**src/rtl/binary_frame_writer_pkg.sv**
```systemverilog
// Shared definitions for the label frame buffer: label codes and writer state encoding.
// Also used by the zebra-crossing detector.
package binary_frame_writer_pkg;

   localparam logic [1:0] LBL_BLACK   = 2'b00;
   localparam logic [1:0] LBL_WHITE   = 2'b01;
   localparam logic [1:0] LBL_VISITED = 2'b10;

   typedef enum logic [1:0] {
      ST_IDLE,
      ST_WRITE,
      ST_HANDOFF,
      ST_WAIT_DET
   } wr_state_t;

   function automatic logic [1:0] label_code(input logic [7:0] pixel, input logic [7:0] thr);
      return (pixel >= thr) ? LBL_WHITE : LBL_BLACK;
   endfunction

endpackage

```
**src/rtl/binary_frame_writer_pixel_thresholder.sv**
```systemverilog
// Registered pixel threshold stage: turns one accepted beat into one label BRAM write
// on the following cycle.
module binary_frame_writer_pixel_thresholder
   import binary_frame_writer_pkg::*;
#(
   parameter int ADDR_W = 19
) (
   input  logic              clk,
   input  logic              rst_n,
   input  logic              in_valid,
   input  logic [ADDR_W-1:0] in_addr,
   input  logic [7:0]        in_pixel,
   input  logic [7:0]        threshold,
   output logic              white,
   output logic              bram_we,
   output logic [ADDR_W-1:0] bram_addr,
   output logic [1:0]        bram_wdata
);

   logic [1:0] code;

   assign code  = label_code(in_pixel, threshold);
   // Unregistered flag so the frame counter can include a beat in the same cycle it is accepted.
   assign white = (code == LBL_WHITE);

   // NOTE: sequential state uses non-blocking assignments so every register samples pre-edge values.
   always_ff @(posedge clk or negedge rst_n) begin
      if (!rst_n) begin
         bram_we    <= 1'b0;
         bram_addr  <= '0;
         bram_wdata <= LBL_BLACK;
      end else begin
         bram_we <= in_valid;
         if (in_valid) begin
            bram_addr  <= in_addr;
            bram_wdata <= code;
         end
      end
   end

endmodule

```
**src/rtl/binary_frame_writer.sv**
```systemverilog
// Producer side of the label frame buffer: thresholds a raster pixel stream into the BRAM,
// hands each complete frame to the detector and back-pressures until it is released.
module binary_frame_writer
   import binary_frame_writer_pkg::*;
#(
   parameter int IMG_WIDTH  = 640,
   parameter int IMG_HEIGHT = 480,
   parameter int ADDR_W     = $clog2(IMG_WIDTH*IMG_HEIGHT),
   parameter int CNT_W      = $clog2(IMG_WIDTH*IMG_HEIGHT+1)
) (
   input  logic              clk,
   input  logic              rst_n,
   input  logic              s_valid,
   output logic              s_ready,
   input  logic [7:0]        s_data,
   input  logic              s_sof,
   input  logic [7:0]        threshold,
   output logic              bram_we,
   output logic [ADDR_W-1:0] bram_addr,
   output logic [1:0]        bram_wdata,
   output logic              valid_to_read,
   input  logic              detection_valid,
   output logic [CNT_W-1:0]  white_count,
   output logic              frame_error
);

   localparam logic [ADDR_W-1:0] LAST_ADDR = ADDR_W'(IMG_WIDTH*IMG_HEIGHT-1);

   wr_state_t         state_q, state_d;
   logic [ADDR_W-1:0] addr_q, addr_d, wr_addr;
   logic [CNT_W-1:0]  run_cnt_q, run_cnt_d;
   logic              accept, wr_en, white, ferr_d;

   assign s_ready = (state_q == ST_IDLE) || (state_q == ST_WRITE);
   assign accept  = s_valid && s_ready;

   // NOTE: every output of this block gets a default first, so no path can infer a latch.
   always_comb begin
      state_d   = state_q;
      addr_d    = addr_q;
      run_cnt_d = run_cnt_q;
      wr_en     = 1'b0;
      wr_addr   = addr_q;
      ferr_d    = 1'b0;
      unique case (state_q)
         ST_IDLE: begin
            if (accept && s_sof) begin
               wr_en     = 1'b1;
               wr_addr   = '0;
               addr_d    = ADDR_W'(1);
               run_cnt_d = CNT_W'(white);
               state_d   = (LAST_ADDR == '0) ? ST_HANDOFF : ST_WRITE;
            end
         end
         ST_WRITE: begin
            if (accept) begin
               wr_en = 1'b1;
               // The final pixel closes the frame even if it carries a stray sof.
               if (addr_q == LAST_ADDR) begin
                  addr_d    = '0;
                  run_cnt_d = run_cnt_q + CNT_W'(white);
                  state_d   = ST_HANDOFF;
               end else if (s_sof) begin
                  ferr_d    = 1'b1;
                  wr_addr   = '0;
                  addr_d    = ADDR_W'(1);
                  run_cnt_d = CNT_W'(white);
               end else begin
                  addr_d    = addr_q + ADDR_W'(1);
                  run_cnt_d = run_cnt_q + CNT_W'(white);
               end
            end
         end
         ST_HANDOFF:  state_d = ST_WAIT_DET;
         ST_WAIT_DET: if (detection_valid) state_d = ST_IDLE;
         default:     state_d = ST_IDLE;
      endcase
   end

   always_ff @(posedge clk or negedge rst_n) begin
      if (!rst_n) begin
         state_q       <= ST_IDLE;
         addr_q        <= '0;
         run_cnt_q     <= '0;
         valid_to_read <= 1'b0;
         white_count   <= '0;
         frame_error   <= 1'b0;
      end else begin
         state_q       <= state_d;
         addr_q        <= addr_d;
         run_cnt_q     <= run_cnt_d;
         valid_to_read <= (state_q == ST_HANDOFF);
         if (state_q == ST_HANDOFF) white_count <= run_cnt_q;
         frame_error   <= ferr_d;
      end
   end

   binary_frame_writer_pixel_thresholder #(
      .ADDR_W (ADDR_W)
   ) u_thresholder (
      .clk        (clk),
      .rst_n      (rst_n),
      .in_valid   (wr_en),
      .in_addr    (wr_addr),
      .in_pixel   (s_data),
      .threshold  (threshold),
      .white      (white),
      .bram_we    (bram_we),
      .bram_addr  (bram_addr),
      .bram_wdata (bram_wdata)
   );

endmodule

```
**config.mk**
```make
export PLATFORM = sky130hd
export DESIGN_NAME = binary_frame_writer
export DESIGN_NICKNAME = d
export VERILOG_FILES = /design/src/rtl/binary_frame_writer_pkg.sv /design/src/rtl/binary_frame_writer_pixel_thresholder.sv /design/src/rtl/binary_frame_writer.sv
export SDC_FILE = /design/constraint.sdc
export NUM_CORES = 1
export LEC_CHECK = 0
export CAP_MARGIN = 30
export CORE_ASPECT_RATIO = 0.9
export CORE_UTILIZATION = 40
export CTS_CLUSTER_SIZE = 16
export DETAILED_ROUTE_END_ITERATION = 7
export HOLD_SLACK_MARGIN = 0.03
export PLACE_DENSITY = 0.64
export SETUP_SLACK_MARGIN = 0.3
export SYNTH_ARGS = -nofsm -noshare
export SYNTH_HDL_FRONTEND = slang
export SYNTH_HIERARCHICAL = 1
export SYNTH_SLANG_ARGS = --single-unit
```
**constraint.sdc**
```tcl
create_clock -name clk -period 2 [get_ports clk]
set_clock_uncertainty 0.05 [all_clocks]
set_input_delay 0.4 -clock clk [delete_from_list [all_inputs] [get_ports clk]]
set_output_delay 0.4 -clock clk [all_outputs]
set_load 0.02 [all_outputs]
```
# [Word level (Yosys, flattened, before mapping)]
# Cells that the tools add are included.
[classes] magnitude_cmp=1 add_sub_neg=2 reduce_logical=7 mux=28 eq_ne=9
[ops] cell="$mux 19" count=12
[ops] cell="$pmux 19 s2" count=3
[ops] cell="$add 19x1->19" count=1
[ops] cell="$add 19x1->19 const B" count=1
[ops] cell="$eq 19x19->1 const B" count=1
[ops] cell="$ge 8x8->1" count=1
[ops] cell="$mux 2" count=4
[ops] cell="$pmux 2 s4" count=1
[ops] cell="$mux 1" count=7
[ops] cell="$eq 2x1->1 const B" count=2
[ops] cell="$eq 2x2->1 const B" count=2
[ops] cell="$ne 2x1->1 const B" count=2
[ops] cell="$ne 2x2->1 const B" count=2
[ops] cell="$reduce_and 4->1" count=1
[ops] cell="$reduce_and 3->1" count=1
[ops] cell="$logic_and 1x1->1" count=2
[ops] cell="$logic_not 2->1" count=1
[ops] cell="$pmux 1 s2" count=1
[ops] cell="$reduce_bool 2->1" count=1
[ops] cell="$logic_or 1x1->1" count=1
[word_totals] register_bits=83

# [Logic depth before layout (Yosys ltp)]
[depth] ltp_word=8 mapped_depth=13

# [By module]
# Netlist, hierarchy kept.
[by_module_without_submodules] module="binary_frame_writer" cells_per_inst=299 area_each_um2=3091.7 instances=1
[by_module_without_submodules] module="binary_frame_writer_pixel_thresholder" cells_per_inst=76 area_each_um2=1017.2 instances=1

# [Least setup slack after synthesis]
# OpenSTA, ideal clock, no wires.
[synth_timing] path_kind="input to register" startpoint="input s_data[0]" endpoint="register run_cnt_q[12]" slack_ns=-0.877 arrival_time_ns=2.706 stages=13 t_required_ns=1.829 cell_sequence="inv_1 ha_1 nand2b_4 a2111oi_4 nor3_2 o41a_1 ha_1 ha_1 and4_1 and3_1 nand3_1 xor2_1 nor2_1"
[synth_between] elab_chain_len=8
[synth_rtl] item="start: declaration" line_no="binary_frame_writer.sv:15" text="input logic [7:0] s_data,"
[synth_rtl] item="$ge 8x8->1 (*)" line_no="binary_frame_writer_pkg.sv:17" text="return (pixel >= thr) ? LBL_WHITE : LBL_BLACK;"
[synth_rtl] item="$mux 1 (*)" line_no="binary_frame_writer_pkg.sv:17"
[synth_rtl] item="$eq 2x1->1 (*)" line_no="binary_frame_writer_pixel_thresholder.sv:24" text="assign white = (code == LBL_WHITE);"
[synth_rtl] item="named net white" line_no="binary_frame_writer.sv:32" text="logic accept, wr_en, white, ferr_d;"
[synth_rtl] item="$add 19x1->19 (*)" line_no="binary_frame_writer.sv:61, binary_frame_writer.sv:70"
[synth_rtl] item="$mux 19" line_no="binary_frame_writer.sv:63" text="end else if (s_sof) begin"
[synth_rtl] item="$mux 19 (*)" line_no="binary_frame_writer.sv:59" text="if (addr_q == LAST_ADDR) begin"
[synth_rtl] item="$mux 19 (*)" line_no="binary_frame_writer.sv:56" text="if (accept) begin"
[synth_rtl] item="$pmux 19 s2 (*)" line_no="binary_frame_writer.sv:45" text="unique case (state_q)"
[synth_rtl] item="end signal: assignment" line_no="binary_frame_writer.sv:91" text="run_cnt_q <= run_cnt_d;"
[synth_rtl] item="end: declaration" line_no="binary_frame_writer.sv:31" text="logic [CNT_W-1:0] run_cnt_q, run_cnt_d;"
# Mark *: on every way through the listed nets, which the timed path passes. The rest lies on a longest branch. The select of a mux whose other input is x is not followed.
# A chain may end at the register's enable or synchronous reset.

# [Final worst setup path]
[layout_timing] startpoint="input s_data[0]" endpoint="register run_cnt_q[11]"
# The elaborated chain is that of the path after synthesis.

==> summary.txt <==
Timing
  • Final setup viols: 18
  • Final WS setup: -0.488 ns
  • Period utilisation layout: 1.24
  • Post-layout min period: 2.49 ns
  • F_max: 0.402 GHz
  • RSZ-0062 raised after global routing: yes
  • Slew Limit Fails: 0
  • Setup TNS: -7.31 ns
  • Final Hold Vio Count: 0

Detailed routing
  • Routed vias: 3245
  • Wire per inst: 15.4 µm
  • DRT Pass-1 Iters: 5
  • DR vias/cell: 5.13
  • Drt drc: 0
  • First DRT Iteration DRCs: 91
  • DRT Wirelength: 9.77 mm
  • Routed Antenna Nets: 0

Run status
  • Outcome: finished with violations
  • Failing checks: negative setup slack

Global route
  • Initial antenna violation count: 0
  • Vias in the first global route: 3277
  • First-pass GRT wire length: 16.0 mm
  • Largest net degree at the start of global routing: 44
  • GR Overflow Total: 0
  • GRT Total Usage: 0.192

Layout
  • Final Cell Area: 6270 µm²
  • Most frequent cells in the layout: dfrtp_1 (80), dlygate4sd2_1 (53), buf_4 (43), nor2_1 (24), mux2_2 (22)
  • Diodes inserted: 0
  • Fill count: 761
  • Layout Area Growth over Synthesis: 52.7%
  • Area occupied by multi-input gates: 2550 µm²
  • Commonest non-fill, non-tap cell in the layout: dfrtp_1
  • Layout cells sized above 1: 0.450
  • Final-stage net count: 540
  • FF/Latch Area: 2050 µm²

Clock network
  • Root buf cell: clkbuf_16
  • Clock sink count: 82
  • CTS tree: built
  • Clock Latency Late Sink: 0.34 ns
  • Max Buffers Root-to-Sink: 2
  • Num CTS Buffers: 9
  • H-tree levels: 3
  • CTS clk-pin slew, worst paths: 0.06 ns

Placement
  • Hpwl dp: 6.12 mm
  • Placer Congestion: 0.767
  • Area post-placement: 5330 µm²
  • Port bufs: 63

Floorplan
  • DIE WIDTH: 109 µm
  • Row count: 34
  • Die area: 10700 µm²
  • I/O pins: 65
  • Core area: 9830 µm²
  • Chip height: 98.2 µm
  • Initial Utilization: 0.418

Setup path
  • CP required: 2.17 ns
  • Critical-path cell list: buf_8 -> inv_12 -> ha_4 -> nand2b_4 -> a2111oi_4 -> nor3_2 -> o41a_1 -> ha_4 -> and3_4 -> and4_4 -> buf_4 -> nand2_2 -> xor2_1 -> nor2_1
  • Worst-path fanout max: 7
  • CP startpoint: s_data[0]
  • Setup CP Type: input pin to flip-flop
  • Reg2reg start: state_q[0]$_DFFE_PN0P_
  • CP Data Arrival Time: 2.66 ns
  • Highest-delay cell along the critical path: o41a_1
  • Most frequent CP cell: ha_4
  • Worst setup SP type: input pin
  • CP Capture Type: flip-flop
  • Max incr delay on CP: 0.38 ns

Power and ir drop
  • NetSw: 0.000919 W
  • Peak VDD IR: 0.558 mV
  • Sw Ratio: 0.238
  • Power Total: 0.00386 W
  • Power Internal: 0.00294 W
  • Gate power share: 0.133
  • Clock network fraction of total power: 0.417
  • Static Leakage: 3.02 nW
  • PwrDens: 615 nW/µm²
  • Sequential fraction of design power: 0.450

Run
  • Maxcap violations: 0

Yosys
  • Post-Syn Area: 4110 µm²
  • Sequential share of the synthesized area: 0.499
  • Post-Syn Instances: 375
  • Syn_nets: 412
  • Yosys reg bits: 82
  • Syn Area/Cell: 11.0 µm²
  • Total number of yosys warnings: 6
  • Synth cell types: 42

Hold path
  • Worst Hold Class: input pin to async pin
-- critical path: cells and delay by family --
family | cells | cell delay [ns]
xor+xnor | 1 | 0.17
fa+ha+maj | 2 | 0.38
simple gates | 6 | 0.73
buf+inv | 3 | 0.29
compound gates | 2 | 0.69
-- path summary, 6_finish.rpt --
path,endpoint,cells after the start,slack [ns]
setup / recovery,run_cnt_q[11]$_DFFE_PN0P_,14,-0.49
hold / removal,white_count[7]$_DFFE_PN0P_,2,0.45
setup reg to reg,u_thresholder/bram_addr[16]$_DFFE_PN0P_,8,0.04
hold reg to reg,white_count[15]$_DFFE_PN0P_,1,0.45
max in group asynchronous,addr_q[9]$_DFFE_PN0P_,3,0.90
min in group clk,white_count[15]$_DFFE_PN0P_,1,0.45
-- registers in the layout (all words and copies together), names as in the netlist --
| register | flops |
|---|---|
| u_thresholder/bram_we | 1 |
| valid_to_read | 1 |
| state_q | 2 |
| addr_q | 19 |
| white_count | 19 |
| frame_error | 1 |
| u_thresholder/bram_wdata | 1 |
| u_thresholder/bram_addr | 19 |
| run_cnt_q | 19 |
-- power by group through the flow --
| stage | registers (W) | clock network [W] | logic (W) |
|---|---|---|---|
| after floorplan | 0.00179 | 0 | 0.000186 |
| after global placement | 0.00176 | 0 | 0.000418 |
| after detailed placement | 0.00176 | 0 | 0.000426 |
| after CTS | 0.00173 | 0.00166 | 0.000466 |
| after global routing | 0.00174 | 0.00172 | 0.000563 |
| final | 0.00174 | 0.00161 | 0.000514 |
-- cell type report --
class | instances | area share
clock inverter | 3 | 0.00638
tap | 126 | 0.0251
clock buffer | 12 | 0.0393
inverter | 17 | 0.0126
sequential | 82 | 0.327
multi-input combinational | 265 | 0.407
timing repair buffer | 128 | 0.182
-- cell families after synthesis --
group / count (synthesis) / synth area share
AO/OA/AOI/OAI: 28 / 0.0509
other: 1 / 0.000913
multiplexers: 42 / 0.114
flip-flops: 82 / 0.499
buffers and inverters: 31 / 0.0314
AND/OR/NAND/NOR: 146 / 0.192
XOR/XNOR: 29 / 0.0618
adder cells (fa/ha/maj): 16 / 0.0487
-- Yosys cell counts --
cell,count,share of area
nor2b_1,23,0.035
o2bb2ai_1,1,0.0021
nor2_1,44,0.040
o41a_1,1,0.0027
a31oi_1,2,0.0030
a22o_1,3,0.0064
mux2i_1,2,0.0049
mux2_1,2,0.0055
nor4_1,4,0.0061
mux2_2,38,0.10
inv_1,17,0.016
xnor2_1,15,0.032
nand4_4,1,0.0052
nand2b_4,1,0.0033
buf_2,6,0.0073
buf_4,1,0.0018
nand3_1,13,0.016
a2111oi_4,1,0.0067
o31a_1,1,0.0021
nor4_4,1,0.0052
o211ai_1,3,0.0055
o21ai_0,7,0.0085
nand2b_1,3,0.0046
clkbuf_1,6,0.0055
a21oi_1,6,0.0073
and2_1,5,0.0076
and3_1,7,0.011
nor4bb_1,1,0.0024
conb_1,1,0.00091
and4_1,6,0.013
clkbuf_2,1,0.0012
dfrtp_1,82,0.50
ha_1,16,0.049
xor2_1,14,0.030
nand4_1,9,0.014
a32oi_1,1,0.0021
nor3b_1,1,0.0018
nor3_2,1,0.0024
a211oi_1,1,0.0018
a221o_1,1,0.0024
nand2_1,20,0.018
nor3_1,6,0.0073
-- per-stage QoR --
step / std cells / hold slack [ns] / utilization / worst slack, ns
2_1_floorplan: 375 / 0.0544 / - / -0.670
3_3_place_gp: 591 / 0.267 / 0.542 / -1.40
3_5_place_dp: 591 / 0.276 / 0.542 / -1.43
4_1_cts: 621 / 0.454 / 0.609 / -0.566
5_1_grt: 633 / 0.471 / 0.638 / -0.560
6_report: 633 / 0.448 / 0.638 / -0.488
-- timing repair --
item / CTS / global route
endpoints found under the hold margin: 21 / 0
hold buffers: 1 / 0
cloned: 3 / 2
pin swaps: 54 / 46
resized for setup: 156 / 58
buffers inserted: 11 / 10
setup endpoints to repair: 103 / 60
-- routing by layer --
layer	part of all wire	global-route usage	vias up
li1	-	-	1548
met1	0.45	0.253	1620
met2	0.50	0.314	62
met3	0.034	0.0487	15
met4	0.013	0.0530	0
met5	0	0	-
No activity file was read; power rests on OpenSTA's default activity.
